==> src/rtl/jkff_bank.sv <==
// rtl/jkff_bank.sv - bank of mode-selectable JK/D/T/SR flip-flops with change mask and saturating change counter; optional SR illegal-input check under JKFF_BANK_SR_CHECK_EN
module jkff_bank #(
  parameter int unsigned       WIDTH   = 8,
  parameter int unsigned       CNT_W   = 16,
  parameter logic [WIDTH-1:0]  RST_VAL = {WIDTH{1'b0}}
) (
  input  logic              clk,
  input  logic              rst,
  input  logic              en,
  input  logic [1:0]        mode,
  input  logic [WIDTH-1:0]  j,
  input  logic [WIDTH-1:0]  k,
  input  logic              load,
  input  logic [WIDTH-1:0]  load_val,
  input  logic              cnt_clr,
  output logic [WIDTH-1:0]  q,
  output logic [WIDTH-1:0]  q_chg,
`ifdef JKFF_BANK_SR_CHECK_EN
  output logic [CNT_W-1:0]  tog_cnt,
  output logic              err
`else
  output logic [CNT_W-1:0]  tog_cnt
`endif
);

  typedef enum logic [1:0] {
    MODE_JK = 2'b00,
    MODE_D  = 2'b01,
    MODE_T  = 2'b10,
    MODE_SR = 2'b11
  } mode_e;

  mode_e            mode_sel;
  logic [WIDTH-1:0] mode_next;
  logic [WIDTH-1:0] q_next;
  logic [WIDTH-1:0] diff;
  logic             cnt_full;

  assign mode_sel = mode_e'(mode);

  // Per-mode next state; mode is used directly so a mode change acts on the same edge.
  always_comb begin
    mode_next = q;
    case (mode_sel)
      MODE_JK: mode_next = (j & ~q) | (~k & q);
      MODE_D:  mode_next = j;
      MODE_T:  mode_next = q ^ j;
      MODE_SR: mode_next = (j & ~k) | (q & (j | ~k));
      default: mode_next = q;
    endcase
  end

  // Priority load > en > hold, then the change mask shared by q_chg and the counter.
  always_comb begin
    q_next = q;
    if (load) begin
      q_next = load_val;
    end else if (en) begin
      q_next = mode_next;
    end
    diff     = q_next ^ q;
    cnt_full = &tog_cnt;
  end

  // Channel state, change mask and saturating change counter; clear beats increment.
  always_ff @(posedge clk) begin
    if (rst) begin
      q       <= RST_VAL;
      q_chg   <= '0;
      tog_cnt <= '0;
    end else begin
      q     <= q_next;
      q_chg <= diff;
      if (cnt_clr) begin
        tog_cnt <= '0;
      end else if ((|diff) && !cnt_full) begin
        tog_cnt <= tog_cnt + 1'b1;
      end
    end
  end

`ifdef JKFF_BANK_SR_CHECK_EN
  // Sticky flag for S and R both high on an SR-mode update; only rst clears it.
  always_ff @(posedge clk) begin
    if (rst) begin
      err <= 1'b0;
    end else if (!load && en && (mode_sel == MODE_SR) && (|(j & k))) begin
      err <= 1'b1;
    end
  end
`endif

endmodule

==> config.mk <==
export PLATFORM = sky130hd
export DESIGN_NAME = jkff_bank
export DESIGN_NICKNAME = d
export VERILOG_FILES = /design/src/rtl/jkff_bank.sv
export SDC_FILE = /design/constraint.sdc
export NUM_CORES = 1
export LEC_CHECK = 0
export BUFFER_PORTS_ARGS = -buffer_cell sky130_fd_sc_hd__buf_2
export CAP_MARGIN = 20
export CORE_UTILIZATION = 51
export CTS_CLUSTER_SIZE = 28
export DETAILED_ROUTE_END_ITERATION = 8
export GPL_TIMING_DRIVEN = 1
export PLACE_DENSITY_LB_ADDON = 0.15
export SKIP_LAST_GASP = 1
export SYNTH_ARGS = -nofsm -noshare
export SYNTH_HDL_FRONTEND = slang
export SYNTH_SLANG_ARGS = --single-unit
==> constraint.sdc <==
create_clock -name clk -period 2.8 [get_ports clk]
set_input_delay 0.28 -clock clk [delete_from_list [all_inputs] [get_ports clk]]
set_output_delay 0.28 -clock clk [all_outputs]
set_load 0.03 [all_outputs]
==> impl_metrics.csv <==
group,metric,value,unit
run_status,status,"finished, final reports clean",
setup_path,cp_top_family,"compound AO/OA/AOI/OAI gates",
setup_path,crit_path_end,"tog_cnt[12]",
drt,drtAntennaViolNets,0,
sta,period_share,77.7,%
logic_synthesis,synthTopCellsByArea,"dfxtp_1 (31%), a21oi_1 (6.3%), nand2_1 (5.4%)",
clocking,ctsResizeCount,0,
clocking,worstSkewPairLatency,0.28,ns
drt,wl,4990,µm
grt,grt.overflow.total,0,
clocking,cts_max_level,2,
setup_path,max_stage_delay,0.33,ns
logic_synthesis,postSynthNetCount,308,
setup_path,r2r-start,"tog_cnt[4]",
power,power_density,432,nW/µm²
clocking,clk_pin_slew_worst_paths,0.07,ns
grt,antenna_found_initial,0,
die,die_h,65.8,µm
clocking,hold_buffers,0,
setup_path,required,2.97,ns
logic_synthesis,synth_edf_count,0,
cells_and_area,fin_area,2480,µm²
clocking,clock_tree.buffer_depth,2,
setup_path,ff2ff_path_depth,8,
setup_path,critPathSlowestCell,"o311a_1",
place,io_buffers,62,
drt,vias,2205,
setup_path,rr_endpoint,"tog_cnt[5]",
logic_synthesis,syn_inst,276,
grt,grt_pass1_wl,8350,µm
logic_synthesis,synthFlopType,"dfxtp_1",
setup_path,critical_path_buf_inv_count,3,
clocking,clock-root-buffer,"clkbuf_8",
logic_synthesis,synth-seq-cells,32,
logic_synthesis,ys_types,45,
cells_and_area,final_nets,362,
sta,hold_violations,0,
logic_synthesis,synth_top_area_share,30.9,%
cells_and_area,final_cell_mix,"buf_2 (62), dfxtp_1 (32), nand2_1 (30), a21oi_1 (26), nor2_1 (22)",
grt,grt_usage,24.8,%
grt,first_global_vias,1923,
setup_path,end_kind,"register",
power,vdd_drop_max,0.000398,V
cells_and_area,antenna_cells,0,
die,fp-row-count,22,
hold_path,hp-start,"load_val[7]",
sta,fin_skew,0.00239,ns
clocking,cts_tree,"built",
hold_path,min-delay-path-class,"input port to register",
setup_path,setup.worst_path.start,"mode[1]",
die,core,3770,µm²
clocking,postCtsSetupBuffers,0,
setup_path,reg2reg_slack,0.73,ns
sta,final.min_clock_period,2.18,ns
setup_path,crit_path_cell_trace,"buf_2, inv_2, o311a_1, a221o_1, a41oi_2, nand4_1, nor2_2, buf_12, mux2i_1, nor3_2",
grt,grt_max_degree,32,
place,gp_congestion,0.925,
place,place_area,2390,µm²
setup_path,critPathKind,"input port to register",
die,fp.dieW,65.8,µm
drt,drc,0,
sta,relSlewSlack,71.0,%
logic_synthesis,synth_area,2070,µm²
sta,tns,0,ns
clocking,clock-sinks,32,
setup_path,startpoint_type,"input port",
die,die_area,4320,µm²
drt,dr.pass1.iters,5,
cells_and_area,layout-drive-gt1-share,27.2,%
logic_synthesis,yosysWarnings,0,
sta,worst_pin_slew,0.435,ns
place,dp_hpwl,3630,µm
sta,clock.fmax,460,MHz
drt,wl_per_cell,13.2,µm
drt,first_iter_violations,140,
logic_synthesis,synthArstFlopShare,0,%
clocking,cts_buffers,5,
logic_synthesis,synth.yosys.seq_area_share,30.9,%
setup_path,cp_max_fo,30,
logic_synthesis,syn_area_per_cell,7.51,µm²
die,ios,63,
sta,rsz0062_at_grt,"false",
sta,setup_viol,0,
cells_and_area,syn2layout_area_growth,19.6,%
logic_synthesis,synth_largest_area_cell,"dfxtp_1",
setup_path,cp_data_arrival_time,2.34,ns
run,cap_violations,0,
drt,routed_via_density,5.82,
cells_and_area,layout_commonest_cell,"buf_2",
power,p_leak,0.00104,µW
die,start_util,55.0,%
setup_path,cp.depth,10,
sta,final_max_slew_viol_count,0,
==> tightest hold or removal path: stages <==
cell and delay, ns:
buf_2 0.09, a21oi_1 0.06, nor2_1 0.07
==> worst min path at each step <==
stage / to / depth (start not counted)
2_1_floorplan: q[0] / 2
3_3_place_gp: tog_cnt[8] / 2
4_1_cts: q[7] / 3
5_1_grt: q[7] / 3
6_report: q[7] / 3
3_5_place_dp: tog_cnt[8] / 2
==> cell type report <==
type	count	area, µm²
Timing Repair Buffer	67	373
Clock buffer	5	68.8
Fill cell	337	1290
Clock inverter	3	18.8
Sequential cell	32	641
Tap cell	48	60.1
Inverter	18	67.6
Multi-Input combinational cell	206	1250
==> registers in the layout (all words and copies together) (netlist names) <==
signal	count
tog_cnt	16
q	8
q_chg	8
==> cells by family after synthesis <==
family / share of synthesized area, %
simple gates: 26.1
compound gates: 25.5
buf+inv: 8.75
flops: 30.9
mux: 4.71
xor+xnor: 2.96
fa+ha+maj: 1.15
==> metrics by stage <==
stage	util, %	setup WS (ns)	std cells	hold WS, ns	power (µW)
after global routing	65.8	0.455	379	0.255	1130
final	65.8	0.624	379	0.251	1070
after detailed placement	63.4	0.338	371	0.480	730
after CTS	65.8	0.634	379	0.246	1090
after global placement	63.4	0.368	371	0.474	728
after floorplan	-	0.593	276	0.425	658
==> synth_stat cells, drive strengths merged, types with 2 or more instances <==
master and count:
and2 2, clkbuf 9, mux2i 3, nand2 30
o21ai 13, dfxtp 32, xor2 5, nor2 23
or4 6, buf 11, nand3 18, nand4 9
o211ai 9, inv 18, xnor2 2, mux2 6
o311ai 2, a21oi 26, or2 2, o41ai 3
or3 6, a211oi 4, o31ai 10, nor3 5
a221oi 7, and3 4
==> power by group <==
part / internal [µW] / switching, µW / leakage, µW
Clock: 173 / 178 / 0.0000479
Sequential: 474 / 16.8 / 0.000262
Combinational: 86.3 / 145 / 0.000733
==> routing by layer <==
layer | wire [µm] | vias to the layer above | track usage, % | share of wire [%]
li1 | - | 1126 | - | -
met1 | 2370 | 1004 | 32.4 | 47
met2 | 2260 | 73 | 40.2 | 45
met3 | 340 | 2 | 5.21 | 6.8
met4 | 25 | 0 | 7.88 | 0.50
met5 | 0 | - | 0 | 0
No activity file was read; power rests on OpenSTA's default activity.
